===== config.mk =====
export PLATFORM = sky130hd
export DESIGN_NAME = hazard_ctrl
export DESIGN_NICKNAME = d
export VERILOG_FILES = /design/src/rtl/hazard_ctrl.sv
export SDC_FILE = /design/constraint.sdc
export NUM_CORES = 1
export LEC_CHECK = 0
export ABC_AREA = 1
export BUFFER_PORTS_ARGS = -buffer_cell sky130_fd_sc_hd__buf_4
export CORE_ASPECT_RATIO = 1.1
export CORE_MARGIN = 5
export CORE_UTILIZATION = 39
export DETAILED_ROUTE_END_ITERATION = 10
export PLACE_DENSITY = 0.6
export SYNTH_ARGS = -nofsm -noshare
export SYNTH_HDL_FRONTEND = slang
export SYNTH_SLANG_ARGS = --single-unit

===== constraint.sdc =====
create_clock -name clk_i -period 2.05 [get_ports clk_i]
set_input_delay 0.41 -clock clk_i [delete_from_list [all_inputs] [get_ports clk_i]]
set_output_delay 0.41 -clock clk_i [all_outputs]
set_load 0.01 [all_outputs]

===== src/rtl/hazard_ctrl.sv =====
// Hazard scheduler beside the ID stage: tracks EX/MEM destination records, raises forwarding
// flags, and sequences load-use and divide stalls.
module hazard_ctrl #(
  parameter int unsigned DivCycles = 32,
  parameter int unsigned CntW      = 6
) (
  input  logic       clk_i,
  input  logic       rst_ni,
  input  logic       id_valid_i,
  input  logic [4:0] id_rs_i,
  input  logic [4:0] id_rt_i,
  input  logic       id_use_rs_i,
  input  logic       id_use_rt_i,
  input  logic       id_wr_i,
  input  logic [4:0] id_wa_i,
  input  logic       id_is_load_i,
  input  logic       id_is_movz_i,
  input  logic       id_is_div_i,
  output logic       stall_pc_o,
  output logic       stall_ifid_o,
  output logic       bubble_idex_o,
  output logic       id_ex_hazard_mem_o,
  output logic       id_ex_rs_hazard_reg_o,
  output logic       id_ex_rt_hazard_reg_o,
  output logic       id_mem_rs_hazard_mem_o,
  output logic       id_mem_rt_hazard_mem_o,
  output logic       id_mem_rs_hazard_reg_o,
  output logic       id_mem_rt_hazard_reg_o,
  output logic       idex_is_movz_o,
  output logic       exmem_is_movz_o,
  output logic       div_busy_o,
  output logic       div_done_o
);

  typedef struct packed {
    logic       wr;
    logic [4:0] wa;
    logic       load;
    logic       movz;
  } rec_t;

  typedef enum logic [1:0] {StIdle, StBusy, StDone} state_e;

  localparam logic [CntW-1:0] CntInit = CntW'(DivCycles - 1);

  rec_t            ex_q, ex_d, mem_q;
  state_e          state_q, state_d;
  logic [CntW-1:0] cnt_q, cnt_d;

  logic match_ex_rs, match_ex_rt, match_mem_rs, match_mem_rt;
  logic stall, id_advance, div_accept;

  // Register $0 is never a real producer, so it never matches.
  function automatic logic src_match(rec_t r, logic vld, logic use_s, logic [4:0] s);
    return vld & use_s & r.wr & (r.wa == s) & (s != 5'd0);
  endfunction

  always_comb begin
    match_ex_rs  = src_match(ex_q, id_valid_i, id_use_rs_i, id_rs_i);
    match_ex_rt  = src_match(ex_q, id_valid_i, id_use_rt_i, id_rt_i);
    match_mem_rs = src_match(mem_q, id_valid_i, id_use_rs_i, id_rs_i);
    match_mem_rt = src_match(mem_q, id_valid_i, id_use_rt_i, id_rt_i);

    id_ex_hazard_mem_o    = ex_q.load & (match_ex_rs | match_ex_rt);
    id_ex_rs_hazard_reg_o = match_ex_rs & ~ex_q.load;
    id_ex_rt_hazard_reg_o = match_ex_rt & ~ex_q.load;

    // The younger producer in EX shadows the older one in MEM.
    id_mem_rs_hazard_mem_o = match_mem_rs & ~match_ex_rs & mem_q.load;
    id_mem_rt_hazard_mem_o = match_mem_rt & ~match_ex_rt & mem_q.load;
    id_mem_rs_hazard_reg_o = match_mem_rs & ~match_ex_rs & ~mem_q.load;
    id_mem_rt_hazard_reg_o = match_mem_rt & ~match_ex_rt & ~mem_q.load;

    idex_is_movz_o  = ex_q.movz;
    exmem_is_movz_o = mem_q.movz;

    div_busy_o    = (state_q == StBusy);
    stall         = id_ex_hazard_mem_o | div_busy_o;
    stall_pc_o    = stall;
    stall_ifid_o  = stall;
    bubble_idex_o = stall;
    id_advance    = ~stall;
    div_accept    = id_valid_i & id_is_div_i & id_advance;
  end

  always_comb begin
    ex_d = '0;
    if (id_advance && id_valid_i) begin
      ex_d.wr   = id_wr_i;
      ex_d.wa   = id_wa_i;
      ex_d.load = id_is_load_i;
      ex_d.movz = id_is_movz_i;
    end
  end

  always_comb begin
    state_d    = state_q;
    cnt_d      = cnt_q;
    div_done_o = 1'b0;
    unique case (state_q)
      StIdle: begin
        if (div_accept) begin
          state_d = StBusy;
          cnt_d   = CntInit;
        end
      end
      StBusy: begin
        if (cnt_q == '0) begin
          state_d = StDone;
        end else begin
          cnt_d = cnt_q - 1'b1;
        end
      end
      StDone: begin
        div_done_o = 1'b1;
        state_d    = StIdle;
      end
      default: state_d = StIdle;
    endcase
  end

  always_ff @(posedge clk_i or negedge rst_ni) begin
    if (!rst_ni) begin
      ex_q    <= '0;
      mem_q   <= '0;
      state_q <= StIdle;
      cnt_q   <= '0;
    end else begin
      ex_q    <= ex_d;
      mem_q   <= ex_q;
      state_q <= state_d;
      cnt_q   <= cnt_d;
    end
  end

endmodule

# After elaboration in Yosys (flattened, before gate mapping)
# Cells that the tools add are included.
# word_totals
mem_bits_rw	0
register_bits	24
rom_bits	0
output_inout_bits	14
input_bits	24
word_cells	68
latchBits	0
memories	0
# classes
order_cmp	0
multipliers	0
n_eq_ne	9
addsub	1
reduce_logical	8
n_div	0
bitwise	32
mux	8
n_shift	0
# ops
operator	n
1-bit bitwise AND	25
5-bit == test	4
6-bit two-way mux	2
6-bit one-hot mux with 2 select lines	1
5-bit nonzero test	2
8-bit two-way mux	1
6-bit logical NOT	1
6-bit by 1-bit subtractor with 6-bit output, second input constant	1
1-bit inverter	5
2-bit two-way mux	2
2-bit != test, second input constant	2
2-bit one-hot mux with 2 select lines	1
3-bit AND reduction	1
2-bit by 1-bit == test with 1-bit output, second input constant	1
2-bit == test, second input constant	1
2-bit logical NOT	1
2-bit by 1-bit != test with 1-bit output, second input constant	1
1-bit bitwise OR	2
2-bit AND reduction	1
2-bit nonzero test	1
1-bit logical AND	1
1-bit two-way mux	1

# Depth between registers and ports, before layout
# depth
ltp_word	11
mapped_depth	12
ltp_nobuf	12

# Worst setup path after synthesis
# Ideal clock, no wire load.
# synth_timing
kind	in2out
start	in id_rs_i[0]
end	out stall_ifid_o
path_buffers	1
setup_slack_ps	354
cell_stages	8
t_arrival_ps	1286
cell_sequence	or2_0 nor2_1 nor2_1 nand2_2 nand2_2 nand2_4 nand2_1 buf_4
# synth_via
elab_chain_cells	6
# synth_lines
item	line_no	rtl
from (decl)	10	input logic [4:0] id_rs_i,
5-bit == test	55	return vld & use_s & r.wr & (r.wa == s) & (s != 5'd0);
1-bit bitwise AND	55	
1-bit bitwise AND *	55	
1-bit bitwise OR *	64	id_ex_hazard_mem_o = ex_q.load & (match_ex_rs | match_ex_rt);
1-bit bitwise AND *	64	
1-bit bitwise OR *	78	stall = id_ex_hazard_mem_o | div_busy_o;
to (decl)	20	output logic stall_ifid_o,
# Mark *: on every way between the ends. The rest lies on a longest branch, timed or not.

# Worst setup path after layout
# layout_timing
start	reg ex_q[2] (netlist bit)
end	out stall_pc_o
# layout_via
elab_chain_cells	6
# layout_lines
item	line_no	rtl
from (decl)	46	rec_t ex_q, ex_d, mem_q;
from (signal assigned)	124	ex_q <= '0;
from (signal assigned)	129	ex_q <= ex_d;
5-bit == test	55	
1-bit bitwise AND (2 in series)	55	
1-bit bitwise OR *	64	
1-bit bitwise AND *	64	
1-bit bitwise OR *	78	
to (decl)	19	output logic stall_pc_o,
# Marked as above.

==> summary.md <==
| Metric | Value |
|---|---|
| DP HPWL | `2580 µm` |
| Peak supply drop | `0.565 mV` |
| Final wirelength | `3200 µm` |
| # DRC | `0` |
| Largest net degree at the start of global routing | `25` |
| Die X | `67.7 µm` |
| Mapped Area | `1430 µm²` |
| N_diodes | `0` |
| Pleak | `0.00101 µW` |
| CTS Buf Count | `3` |
| Yosys cell types | `25` |
| Share of cells above drive strength 1 | `0.248` |
| Syn nets | `218` |
| GRT Util Overall | `0.143` |
| Worst Path Class, Setup | `flip-flop to primary output` |
| Top-count cell post-synth | `nand2_1` |
| Clock skew | `0.00648 ns` |
| Slowest cell delay on critical path | `0.43 ns` |
| Area of the multi-input gates | `711 µm²` |
| Sequential share of the synthesized area | `0.420` |
| Share of the synthesized area in the top cell type | `0.420` |
| Initial antenna violation count | `0` |
| Part of the cycle the worst path needs | `0.937` |
| Layout fillers | `384` |
| WL per Instance | `11.4 µm` |
| Tightest Pin Transition | `0.398 ns` |
| CP Max Fanout | `5` |
| Post-synth EDFFs | `0` |
| Status | `completed` |
| Ranking of synthesized cells by area | `dfrtp_1 42%, nand2_1 9.7%, nor2_1 8.7%` |
| Most used cell, CP | `nor2_1` |
| IO Pins | `38` |
| Critical Path RT | `1.64 ns` |
| R2r setup slk | `0.55 ns` |
| Placed cell areas | `1760 µm²` |
| Crit path launch type | `flip-flop` |
| CTS Buffer Depth | `2` |
| Port Buffers | `37` |
| CTS root buffer | `clkbuf_8` |
| Post-CTS setup buffer count | `0` |
| Fmax | `521 MHz` |
| Row cnt | `23` |
| Crit end category | `primary output` |
| Fin area | `1820 µm²` |
| Via count | `1279` |
| GR Overflow Total | `0` |
| DR vias/cell | `4.57` |
| Pwr per Cell Area | `907 nW/µm²` |
| Hold WC Path Type | `input port to async pin` |
| Die area | `4980 µm²` |
| Pre-antenna DRT Iters | `4` |
| Antenna-violating nets left | `0` |
| Final min period | `1.92 ns` |
| Slew HR | `0.734` |
| Hold_buf cts | `0` |
| Synth area leader | `dfrtp_1` |
| Crit path to | `stall_pc_o` |
| Worst R2R End | `cnt_q[2]` |
| Final Max Tran Viols | `0` |
| Final Non-Filler Cells | `280` |
| Final hold vios | `0` |
| Die height | `73.5 µm` |
| Post-synthesis register bit count | `24` |
| Dpl cells | `277` |
| Fin nets | `258` |
| Worst skew pair latency | `0.27 ns` |
| Most frequent cells after synthesis | `37 x nand2_1, 33 x nor2_1, 30 x inv_1, 24 x dfrtp_1, 20 x nand3_1` |
| Final setup viols | `0` |
| RSZ-0062 raised after global routing | `no` |
| Main synth FF type | `dfrtp_1` |
| Vias in the first global route | `1261` |
| Initial Util | `0.398` |
| Gpl congestion | `0.831` |
| Register area | `603 µm²` |
| Max cap viols | `0` |
| CTS sink cnt | `24` |
| R2R Path Start | `ex_q[2]` |
| Synth-to-Final Area Change | `26.9%` |
| CP max stage cell | `dfrtp_1` |
| Cells after Synth | `192` |
| Htree depth | `1` |
| Beginning of the critical path | `ex_q[2]` |
| Worst-path cell chain | `inv_1 -> nor2_1 -> nor2_1 -> nand2_1 -> nor2_1 -> nand2_1 -> nand2_2 -> nand2_4 -> nand2_4 -> buf_4` |
| CORE AREA | `3600 µm²` |
| Async SR Flop Fraction | `1.00` |
| Worst-path clk slew | `0.08 ns` |
| Global-route wire length before repair | `5370 µm` |
| CTS tree | `done` |
| Ys Warns | `0` |
| Critical Path AT | `1.51 ns` |
| R2R cell count | `11` |
| Initial DRC Count | `86` |
| Setup TNS | `0 ns` |
| Synthesized area per cell | `7.45 µm²` |
-- metrics by stage --
stage / worst slack [ns] / total power, µW / utilization / hold WS (ns)
6_report: 0.130 / 1650 / 0.505 / 0.0304
5_1_grt: 0.00392 / 1800 / 0.505 / 0.0466
4_1_cts: 0.0547 / 1650 / 0.499 / 0.0345
3_5_place_dp: 0.191 / 1370 / 0.488 / 0.332
3_3_place_gp: 0.194 / 1370 / 0.488 / 0.328
2_1_floorplan: 0.354 / 1160 / - / 0.114
-- kinds of logic (layout without fill, tap and decap cells) --
family,Yosys count,after routing,share of synthesized area
AOI/OAI and AO/OA,8,8,0.0297
xor gates and xnor gates,14,14,0.0857
adders and majority gates,2,2,0.0175
buffers and inverters,34,72,0.0945
DFF,24,24,0.420
and+or+nand+nor,110,110,0.353
-- layout by cell type (no fill, tap or decap) --
master and count:
buf_4 37, nand2_1 36, nor2_1 32, inv_1 29, dfrtp_1 22, nand3_1 20
xor2_1 10, xnor2_1 4, o21ai_0 4, nor3_1 4, inv_2 3, a21oi_1 3
nand2_2 3, nand4_1 3, clkbuf_8 3, nor2_2 2, nand2_4 2, nand3_2 2
ha_1 2, dfrtp_2 2, or2_0 1, nor3b_1 1, nor4_2 1, nand4_2 1
or2_2 1, nand3b_1 1, o21a_1 1
-- final cells by class --
type / count / share of cell area
clock buffers: 3 / 0.0227
inverters: 32 / 0.0662
multi-input cells: 134 / 0.391
flip-flops and latches: 24 / 0.332
well taps: 50 / 0.0345
repair buffers: 37 / 0.153
-- metal layers --
metal,part of all wire,GRT usage
met2,0.47,0.234
met1,0.47,0.184
met3,0.043,0.0245
met5,0,0
met4,0.017,0.0608
-- critical path: cells and delay by family (launching register included) --
kind	cells	cell delay [ns]
AND/OR/NAND/NOR	8	0.63
buffers and inverters	2	0.18
flip-flops	1	0.43
-- power breakdown --
| group | leakage (µW) | switching (µW) | total [µW] | internal [µW] |
|---|---|---|---|---|
| logic | 0.000680 | 395 | 683 | 288 |
| clock network | 0.0000216 | 144 | 275 | 131 |
| registers | 0.000310 | 99.2 | 688 | 589 |
| total | 0.00101 | 638 | 1650 | 1010 |
-- registers in the layout, indices dropped and copies added (netlist names) --
name             flops
cnt_q                6
exmem_is_movz_o      1
ex_q                 7
state_q              2
idex_is_movz_o       1
mem_q                7
-- worst min path at each step --
stage | depth (start not counted) | start | endpoint | slack, ns
2_1_floorplan | 0 | rst_ni | cnt_q[0] | 0.11
3_3_place_gp | 1 | rst_ni | idex_is_movz_o | 0.33
3_5_place_dp | 1 | rst_ni | ex_q[5] | 0.33
4_1_cts | 1 | rst_ni | ex_q[4] | 0.03
5_1_grt | 1 | rst_ni | mem_q[4] | 0.05
6_report | 1 | rst_ni | idex_is_movz_o | 0.03
-- timing repair --
| action | 4_1_cts | 5_1_grt |
|---|---|---|
| endpoints found under the hold margin | 0 | 0 |
| resized for setup | 0 | 7 |
| endpoints found under the setup margin | 0 | 5 |
No activity file was read; power rests on OpenSTA's default activity.
